**config.mk**
```make
export PLATFORM = sky130hd
export DESIGN_NAME = contador_ad_bcd_gen
export DESIGN_NICKNAME = d
export VERILOG_FILES = /design/src/rtl/contador_pkg.sv /design/src/rtl/contador_ad_bcd_gen_bin2bcd.sv /design/src/rtl/contador_ad_bcd_gen.sv
export SDC_FILE = /design/constraint.sdc
export NUM_CORES = 1
export LEC_CHECK = 0
export BUFFER_PORTS_ARGS = -buffer_cell sky130_fd_sc_hd__buf_2
export CAP_MARGIN = 5
export CORE_AREA = 2 2 79 81
export DETAILED_ROUTE_END_ITERATION = 16
export DIE_AREA = 0 0 81 83
export PLACE_DENSITY = 0.61
export SLEW_MARGIN = 20
export SYNTH_ARGS = -nofsm -noshare
export SYNTH_HDL_FRONTEND = slang
export SYNTH_HIERARCHICAL = 1
export SYNTH_SLANG_ARGS = --single-unit
```
**constraint.sdc**
```tcl
create_clock -name clk -period 4.6 [get_ports clk]
set_clock_uncertainty 0.1 [all_clocks]
set_input_delay 0.92 -clock clk [delete_from_list [all_inputs] [get_ports clk]]
set_output_delay 0.92 -clock clk [all_outputs]
set_load 0.1 [all_outputs]
```
**src/rtl/contador_pkg.sv**
```systemverilog
// Shared constants and BCD helpers for the RTC field adjust counters.
// Holds field IDs, per-field default ranges, autorepeat timing and BCD conversions.
package contador_pkg;

    localparam int FIELD_SEG = 1;
    localparam int FIELD_MIN = 2;
    localparam int FIELD_HOR = 3;
    localparam int FIELD_DAY = 6;
    localparam int FIELD_MES = 7;
    localparam int FIELD_ANO = 8;

    localparam int MIN_SEG = 0;
    localparam int MAX_SEG = 59;
    localparam int MIN_MIN = 0;
    localparam int MAX_MIN = 59;
    localparam int MIN_HOR = 0;
    localparam int MAX_HOR = 23;
    localparam int MIN_DAY = 1;
    localparam int MAX_DAY = 31;
    localparam int MIN_MES = 1;
    localparam int MAX_MES = 12;
    localparam int MIN_ANO = 0;
    localparam int MAX_ANO = 99;

    localparam int REPEAT_DELAY  = 16;
    localparam int REPEAT_PERIOD = 4;

    // Up to three digits; narrower fields are zero-extended by the caller.
    function automatic logic bcd_valid(input logic [11:0] b);
        return (b[11:8] <= 4'd9) && (b[7:4] <= 4'd9) && (b[3:0] <= 4'd9);
    endfunction

    function automatic logic [9:0] bcd_to_bin(input logic [11:0] b);
        return 10'(b[11:8]) * 10'd100 + 10'(b[7:4]) * 10'd10 + 10'(b[3:0]);
    endfunction

    function automatic logic [11:0] bin_to_bcd12(input int v);
        return {4'((v / 100) % 10), 4'((v / 10) % 10), 4'(v % 10)};
    endfunction

endpackage

```
**src/rtl/contador_ad_bcd_gen_bin2bcd.sv**
```systemverilog
// Combinational double-dabble: N-bit binary to DIGITS packed BCD nibbles.
module bin2bcd_dig #(
    parameter int N      = 7,
    parameter int DIGITS = 2
) (
    input  logic [N-1:0]          bin,
    output logic [4*DIGITS-1:0]   bcd
);

    logic [4*DIGITS-1:0] acc;

    always_comb begin
        acc = '0;
        for (int i = N - 1; i >= 0; i--) begin
            for (int d = 0; d < DIGITS; d++) begin
                if (acc[4*d +: 4] >= 4'd5)
                    acc[4*d +: 4] = acc[4*d +: 4] + 4'd3;
            end
            acc = {acc[4*DIGITS-2:0], bin[i]};
        end
        bcd = acc;
    end

endmodule

```
**src/rtl/contador_ad_bcd_gen.sv**
```systemverilog
// Up/down RTC field counter with BCD load, run-time limit clamping and carry/borrow.
// Optional hold-to-repeat stepping is enabled by defining CONTADOR_AUTOREPEAT_EN.
module contador_ad_bcd_gen
    import contador_pkg::*;
#(
    parameter int FIELD_ID = 6,
    parameter int N        = 7,
    parameter int DIGITS   = 2,
    parameter int MIN_VAL  = 1,
    parameter int MAX_VAL  = 31
) (
    input  logic                  clk,
    input  logic                  reset,
    input  logic [3:0]            en_count,
    input  logic                  enUP,
    input  logic                  enDOWN,
    input  logic                  load,
    input  logic [4*DIGITS-1:0]   load_bcd,
    input  logic [N-1:0]          dyn_max,
    output logic [4*DIGITS-1:0]   data_bcd,
    output logic [N-1:0]          count_bin,
    output logic                  carry,
    output logic                  borrow,
    output logic                  load_err
);

    localparam logic [3:0]          FIELD_SEL = 4'(FIELD_ID);
    localparam logic [N-1:0]        MIN_N     = N'(MIN_VAL);
    localparam logic [N-1:0]        MAX_N     = N'(MAX_VAL);
    localparam logic [11:0]         RST_BCD12 = bin_to_bcd12(MIN_VAL);
    localparam logic [4*DIGITS-1:0] RST_BCD   = RST_BCD12[4*DIGITS-1:0];

    logic [N-1:0]        count_reg;
    logic [4*DIGITS-1:0] data_bcd_reg;
    logic                carry_reg, borrow_reg, load_err_reg;
    logic [N-1:0]        lim;
    logic [4*DIGITS-1:0] bcd_comb;
    logic                sel, up_req, dn_req, step_up, step_dn;
    logic [11:0]         load_ext;
    logic [9:0]          load_val;
    logic                load_ok;

    always_comb begin
        if (dyn_max > MAX_N)
            lim = MAX_N;
        else if (dyn_max < MIN_N)
            lim = MIN_N;
        else
            lim = dyn_max;
    end

    assign sel    = (en_count == FIELD_SEL);
    assign up_req = sel & enUP;
    assign dn_req = sel & enDOWN & ~enUP;

    // Range check is done wider than N so an oversized BCD value cannot alias into range.
    assign load_ext = 12'(load_bcd);
    assign load_val = bcd_to_bin(load_ext);
    assign load_ok  = bcd_valid(load_ext)
                      && (32'(load_val) >= 32'(MIN_VAL))
                      && (32'(load_val) <= 32'(lim));

`ifdef CONTADOR_AUTOREPEAT_EN
    localparam logic [4:0] HOLD_FIRE   = 5'(REPEAT_DELAY);
    localparam logic [4:0] HOLD_RELOAD = 5'(REPEAT_DELAY - REPEAT_PERIOD + 1);

    logic [4:0] hold_reg;
    logic       active_reg, dir_up_reg;
    logic       req_active, same_run, fire;
    logic [4:0] eff_hold;

    // hold counts cycles the same request has already been held; it folds back after each
    // repeat so the repeat phase never needs a wide counter.
    assign req_active = up_req | dn_req;
    assign same_run   = active_reg && (dir_up_reg == up_req);
    assign eff_hold   = same_run ? hold_reg : 5'd0;
    assign fire       = (eff_hold == 5'd0) || (eff_hold == HOLD_FIRE);
    assign step_up    = up_req & fire;
    assign step_dn    = dn_req & fire;

    always_ff @(posedge clk) begin
        if (reset) begin
            hold_reg   <= '0;
            active_reg <= 1'b0;
            dir_up_reg <= 1'b0;
        end else if (load || !req_active) begin
            hold_reg   <= '0;
            active_reg <= 1'b0;
            dir_up_reg <= 1'b0;
        end else begin
            active_reg <= 1'b1;
            dir_up_reg <= up_req;
            hold_reg   <= (eff_hold == HOLD_FIRE) ? HOLD_RELOAD : eff_hold + 5'd1;
        end
    end
`else
    assign step_up = up_req;
    assign step_dn = dn_req;
`endif

    always_ff @(posedge clk) begin
        if (reset) begin
            count_reg    <= MIN_N;
            carry_reg    <= 1'b0;
            borrow_reg   <= 1'b0;
            load_err_reg <= 1'b0;
        end else begin
            carry_reg    <= 1'b0;
            borrow_reg   <= 1'b0;
            load_err_reg <= 1'b0;
            if (load) begin
                if (load_ok)
                    count_reg <= N'(load_val);
                else
                    load_err_reg <= 1'b1;
            end else if (count_reg > lim) begin
                count_reg <= lim;
            end else if (step_up) begin
                if (count_reg >= lim) begin
                    count_reg <= MIN_N;
                    carry_reg <= 1'b1;
                end else begin
                    count_reg <= count_reg + N'(1);
                end
            end else if (step_dn) begin
                if (count_reg <= MIN_N) begin
                    count_reg  <= lim;
                    borrow_reg <= 1'b1;
                end else begin
                    count_reg <= count_reg - N'(1);
                end
            end
        end
    end

    bin2bcd_dig #(.N(N), .DIGITS(DIGITS)) u_bin2bcd (
        .bin (count_reg),
        .bcd (bcd_comb)
    );

    always_ff @(posedge clk) begin
        if (reset)
            data_bcd_reg <= RST_BCD;
        else
            data_bcd_reg <= bcd_comb;
    end

    assign data_bcd  = data_bcd_reg;
    assign count_bin = count_reg;
    assign carry     = carry_reg;
    assign borrow    = borrow_reg;
    assign load_err  = load_err_reg;

endmodule
```
After elaboration in Yosys (flattened, before gate mapping):

Cells that the tools add are included.

* $add $sub $neg: 8
* multipliers: 1
* magnitude comparators: 14
* eq/ne operators: 2
* multiplexer cells: 17
* bitwise logic cells: 7
* reductions and logical operators: 8

Operator list (count)
* 7-bit 2-to-1 mux: 9
* 4-bit 2-to-1 mux: 4
* 4-bit by 2-bit adder with 4-bit output, second input constant: 3
* 4-bit by 3-bit >= comparator with 1-bit output, second input constant: 3
* 8-bit by 4-bit adder with 9-bit output: 1
* 9-bit by 1-bit >= comparator with 1-bit output, second input constant: 1
* 9-bit by 7-bit less-or-equal comparator with 1-bit output: 1
* 4-bit less-or-equal comparator, second input constant: 2
* 7-bit by 1-bit adder with 7-bit output, second input constant: 1
* 7-bit >= comparator: 1
* 7-bit by 5-bit greater-than comparator with 1-bit output, second input constant: 1
* 7-bit greater-than comparator: 1
* 7-bit by 1-bit less-or-equal comparator with 1-bit output, second input constant: 1
* 7-bit by 1-bit less-than comparator with 1-bit output, second input constant: 1
* 4-bit by 3-bit multiplier with 7-bit output, second input constant: 1
* 7-bit by 1-bit subtractor with 7-bit output, second input constant: 1
* 3-bit >= comparator, second input constant: 2
* 5-bit OR reduction: 1
* 3-bit by 2-bit adder with 4-bit output, second input constant: 1
* 4-bit by 3-bit == test with 1-bit output, second input constant: 1
* 1-bit NOT: 4
* 4-bit nonzero test: 1
* 4-bit OR reduction: 1
* 3-bit by 2-bit adder with 3-bit output, second input constant: 1
* other kinds (7): 13

* flip-flop bits (word level): 18
* input bits: 24
* output and inout port bits: 18
* word-level logic and storage cells: 62

Longest topological paths before layout:

* depth after elaboration: 8
* gate-level depth with buffers: 17
* mapped depth without buffers: 16

Modules after synthesis:

Netlist, hierarchy kept.

By module, submodules not included
* contador_ad_bcd_gen: instances 1, cells each 220, area each 1838.0 µm², seq. area each 360.3 µm²
* bin2bcd_dig: instances 1, cells each 89, area each 730.7 µm², seq. area each 0.0 µm²

Worst setup path before layout:

No wires, ideal clock.

* path kind: register -> register
* start point: reg count_reg[4] (netlist: count_bin[4])
* end point: reg data_bcd_reg[1] (netlist: data_bcd[1])
* library setup time: 0.128 ns
* data arrival time: 4.036 ns
* data required time: 4.372 ns
* setup slack: 0.336 ns
* cell stages (with the launch flop): 16
* path buffers: 0
* period minus slack after synthesis: 4.264 ns
* cells stage by stage: dfxtp_1 ha_1 o21bai_1 mux2_2 ha_1 nand2b_1 o211a_1 o211a_4 inv_2 ha_1 nand2b_1 a31oi_1 and3_1 o31ai_1 o31ai_1 nor2b_1

* longest elaborated chain between the ends: 8
* elaborated cells between the ends (all ways): 11
* classes of those cells: add/sub: 3; order compare: 4; mux: 4

RTL lines
* start, declared: RTL line contador_ad_bcd_gen.sv:33 `logic [N-1:0] count_reg;`
* start signal, assigned: RTL line contador_ad_bcd_gen.sv:113 `count_reg <= N'(load_val);`
* start signal, assigned: RTL line contador_ad_bcd_gen.sv:117 `count_reg <= lim;`
* start signal, assigned: RTL line contador_ad_bcd_gen.sv:123 `count_reg <= count_reg + N'(1);`
* 3-bit by 2-bit adder with 4-bit output / 3-bit >= comparator (equally long branches): RTL line contador_ad_bcd_gen_bin2bcd.sv:17, contador_ad_bcd_gen_bin2bcd.sv:16
* 4-bit 2-to-1 mux (*): RTL line contador_ad_bcd_gen_bin2bcd.sv:16 `if (acc[4*d +: 4] >= 4'd5)`
* 4-bit by 2-bit adder with 4-bit output / 4-bit by 3-bit >= comparator with 1-bit output (equally long branches): RTL line contador_ad_bcd_gen_bin2bcd.sv:17, contador_ad_bcd_gen_bin2bcd.sv:16
* 4-bit 2-to-1 mux (*): RTL line contador_ad_bcd_gen_bin2bcd.sv:16
* 4-bit by 2-bit adder with 4-bit output / 4-bit by 3-bit >= comparator with 1-bit output (equally long branches): RTL line contador_ad_bcd_gen_bin2bcd.sv:17, contador_ad_bcd_gen_bin2bcd.sv:16
* 4-bit 2-to-1 mux (*): RTL line contador_ad_bcd_gen_bin2bcd.sv:16
* 4-bit by 3-bit >= comparator with 1-bit output (*): RTL line contador_ad_bcd_gen_bin2bcd.sv:16
* 4-bit 2-to-1 mux (*): RTL line contador_ad_bcd_gen_bin2bcd.sv:16
* named net bcd_comb[1]: RTL line contador_ad_bcd_gen.sv:37 `logic [4*DIGITS-1:0] bcd_comb;`
* end signal, assigned: RTL line contador_ad_bcd_gen.sv:145 `data_bcd_reg <= bcd_comb;`
* end, declared: RTL line contador_ad_bcd_gen.sv:34 `logic [4*DIGITS-1:0] data_bcd_reg;`

Mark *: on every way through the listed nets, which the timed path passes. The rest lies on a longest branch.
A chain may end at the register's enable or synchronous reset.

Worst setup path after layout:

* start point: in load_bcd[7]
* end point: reg count_reg[4] (netlist: count_bin[4])

* longest elaborated chain between the ends: 7
* elaborated cells between the ends (all ways): 12
* classes of those cells: add/sub: 1; mul: 1; order compare: 3; eq/ne: 1; mux: 2; reduce/logical: 4

RTL lines
* start, declared: RTL line contador_ad_bcd_gen.sv:18 `input logic [4*DIGITS-1:0] load_bcd,`
* 4-bit by 3-bit multiplier with 7-bit output: RTL line contador_pkg.sv:34 `return 10'(b[11:8]) * 10'd100 + 10'(b[7:4]) * 10'd10 + 10'(b[3:0]);`
* 8-bit by 4-bit adder with 9-bit output: RTL line contador_pkg.sv:34
* 9-bit by 1-bit >= comparator with 1-bit output: RTL line contador_ad_bcd_gen.sv:60 `&& (32'(load_val) >= 32'(MIN_VAL))`
* 1-bit logical AND: RTL line contador_ad_bcd_gen.sv:60
* 1-bit logical AND: RTL line contador_ad_bcd_gen.sv:61 `&& (32'(load_val) <= 32'(lim));`
* 2-bit by 1-bit != test with 1-bit output (no source line)
* 2-bit AND reduction (no source line)

Parallel ways exist; a longest one is shown, timed or not. The select of a mux whose other input is x is not followed.

==> summary.md <==
| Metric | Value |
|---|---|
| Initial Util | `44.2%` |
| DP HPWL | `5150 um` |
| ANT nets after route | `0` |
| WP data required | `between 4000 and 5000 ps` |
| Slew headroom | `51.2%` |
| Leak Pwr | `around 1.3 nW` |
| Post-cts hold buffer count | `0` |
| TritonCTS clock tree | `done` |
| Setup tns final | `0 ps` |
| Hold crit path type | `reg2reg` |
| Post-CTS Resized | `0` |
| Number of synthesized flops with an enable pin | `0` |
| Period Utilization, post-route | `86.4%` |
| Drt drc | `0` |
| H-tree Lvls | `1` |
| GPL Wtd Cong | `about 0.86` |
| WS Path Type | `in2reg` |
| Setup Fix Bufs, Post-CTS | `0` |
| Top_reg_cell synth | `dfxtp_1` |
| Syn-to-layout area delta | `13.4%` |
| Synthesized area | `between 0.002 and 0.003 mm^2` |
| Core ar. | `about 0.0058 mm^2` |
| Yosys cell types | `slightly below 90` |
| Largest net degree at the start of global routing | `21` |
| Layout Nets | `between 400 and 500` |
| Yosys reg bits | `18` |
| Vias in the first global route | `between 2k and 2.5k` |
| Die Span X | `around 81 um` |
| Worst-margin pin slew | `732 ps` |
| Clock buffer depth | `2` |
| Vias per cell | `approximately 6.0` |
| Row cnt | `28` |
| DRT iter0 DRCs | `between 100 and 150` |
| RSZ-0062 raised after global routing | `no` |
| Startpoint types | `input port` |
| Drt pass-1 iters | `5` |
| Wirelength per Cell | `15.0 um` |
| Remaining Overflow, GRT | `0` |
| Vias | `about 2.6k` |
| Tmin final | `~4000 ps` |
| Synthesized instance count | `roughly 310` |
| Final setup viols | `0` |
| Root Buffer | `clkbuf_8` |
| Filler instances | `606` |
| P per Cell Area | `around 460 mW/mm^2` |
| Placed cells | `around 420` |
| Clk Latency, worst-skew pair | `about 260 ps` |
| Io pins | `42` |
| Max FFs per register | `8` |
| Max-slew violation count | `0` |
| Final Hold Vio Count | `0` |
| Initial antenna violation count | `0` |
| Seq/Total Area, Yosys | `between 10% and 20%` |
| Status | `complete, no violations` |
| Max VDD drop | `0.000308 V` |
| Reg clk slew, reported paths | `roughly 70 ps` |
| Clk sinks | `18` |
| Area of the die | `approximately 0.0067 mm^2` |
| CP arrival | `4000 ps` |
| Syn. warnings | `6` |
| First-pass GRT wire length | `roughly 11000 um` |
| Worst Path Max Fanout | `6` |
| Max-cap violations | `0` |
| WL final | `roughly 6400 um` |
| Ys async rst share | `0%` |
| Max frequency | `between 0.2 and 0.3 GHz` |
| # diodes | `0` |
| Avg Cell Area, Syn | `8.31 um^2` |
| PortBufs | `41` |
| Worst setup EP type | `flip-flop` |
| Final Instance Count excl. Fillers | `between 400 and 500` |
| Die height | `between 80 and 90 um` |
| Cts bufs inserted | `3` |
| Total track usage | `between 10% and 20%` |
| Share of layout cells above drive strength 1 | `21.0%` |
final timing paths:
kind / start / cells past startpoint / slack, ps / to
max: load_bcd[7] / 15 / 630 / count_bin[4]
min: count_bin[6] / 3 / 630 / count_bin[6]
max reg2reg: count_bin[5] / 16 / 1000 / data_bcd[3]
min reg2reg: count_bin[6] / 3 / 630 / count_bin[6]
layout by cell type (no fill, tap or decap), types with 3 or more instances in the layout:
master | Yosys | final
buf_2 | 2 | 41
ha_1 | 30 | 30
inv_1 | 21 | 21
nand2_1 | 18 | 18
dfxtp_1 | 18 | 18
nor3_1 | 16 | 16
nor2_1 | 16 | 16
a21oi_1 | 14 | 14
nand3_1 | 10 | 10
nor2b_1 | 10 | 10
o21ai_0 | 10 | 10
xnor2_1 | 6 | 6
and3_1 | 6 | 6
nand2b_1 | 6 | 6
a31oi_1 | 6 | 6
nor4_1 | 5 | 5
o21a_1 | 5 | 5
a221o_1 | 5 | 5
buf_4 | 1 | 5
a211oi_1 | 4 | 4
o21bai_1 | 4 | 4
a21o_1 | 4 | 4
o221ai_1 | 4 | 4
a311oi_1 | 4 | 4
conb_1 | 1 | 4
clkbuf_8 | 1 | 4
nand4_1 | 3 | 3
a41o_1 | 3 | 3
o21ai_1 | 3 | 3
o31ai_1 | 3 | 3
stage by stage:
step	power, mW	setup slack, ps	cell area, um^2	hold slack [ps]	utilization, %
finish	1.33	626	2910	630	50.1
global route	1.44	301	2910	651	50.1
CTS	1.34	627	2910	634	50.1
detailed placement	1.20	349	2860	624	49.2
global placement	1.20	470	2860	632	49.2
floorplan	1.04	336	2580	931	-
routing by layer:
metal | wire [um] | up-vias | GRT usage, %
li1 | - | 1298 | -
met1 | 2860 | 1189 | 26.3
met2 | 3180 | 72 | 34.2
met3 | 264 | 8 | 1.20
met4 | 93 | 0 | 5.08
met5 | 0 | - | 0
power breakdown:
| group | switching [mW] | internal [mW] |
|---|---|---|
| Combinational | 0.638 | 0.341 |
| Sequential | 0.0340 | 0.187 |
| Clock | 0.0577 | 0.0762 |
| Total | 0.730 | 0.605 |
critical path, cell delays in order:
cell,delay (ps)
buf_2,140
ha_1,280
ha_1,220
fa_1,540
nand2_1,90
a21oi_1,180
nor2_1,60
nor2_1,180
ha_1,290
a211oi_1,230
o21ai_1,90
a21oi_1,170
nor3_1,120
nor3_2,360
a311oi_1,140
synth_stat cells (3+ instances only):
cell,count,area share (%)
dfxtp_1,18,14
nand4_1,3,0.73
a21oi_1,14,2.7
a31oi_1,6,1.5
o21ai_0,10,1.9
xnor2_1,6,2.0
ha_1,30,15
buf_1,3,0.44
o21bai_1,4,1.2
nand2_1,18,2.6
nand2b_1,6,1.5
nor3_1,16,3.1
and3_1,6,1.5
nor2b_1,10,2.4
o21a_1,5,1.5
a21o_1,4,1.2
nor2_1,16,2.3
nor4_1,5,1.2
nand3_1,10,1.9
a221o_1,5,1.9
o221ai_1,4,1.4
a211oi_1,4,1.2
o31ai_1,3,0.88
a41o_1,3,1.2
o21ai_1,3,0.58
inv_1,21,3.1
a311oi_1,4,1.4
layout make-up:
class                   count  area, um^2  area share, %
clock buffers               4        55.1           1.89
multi-input cells         263        2080           71.4
repair buffers             46         243           8.33
well taps                  75        93.8           3.22
flip-flops and latches     18         360           12.4
inverters                  22        82.6           2.83
logic make-up after synthesis:
family                     synth area share [%]
AOI/OAI and AO/OA                          36.1
and+or+nand+nor                            23.4
adders and majority gates                  16.2
buffers and inverters                      5.46
DFF                                        14.0
xor gates and xnor gates                   2.39
muxes                                      2.34
other                                     0.146
Note: power is estimated with default switching activity, not from simulation.
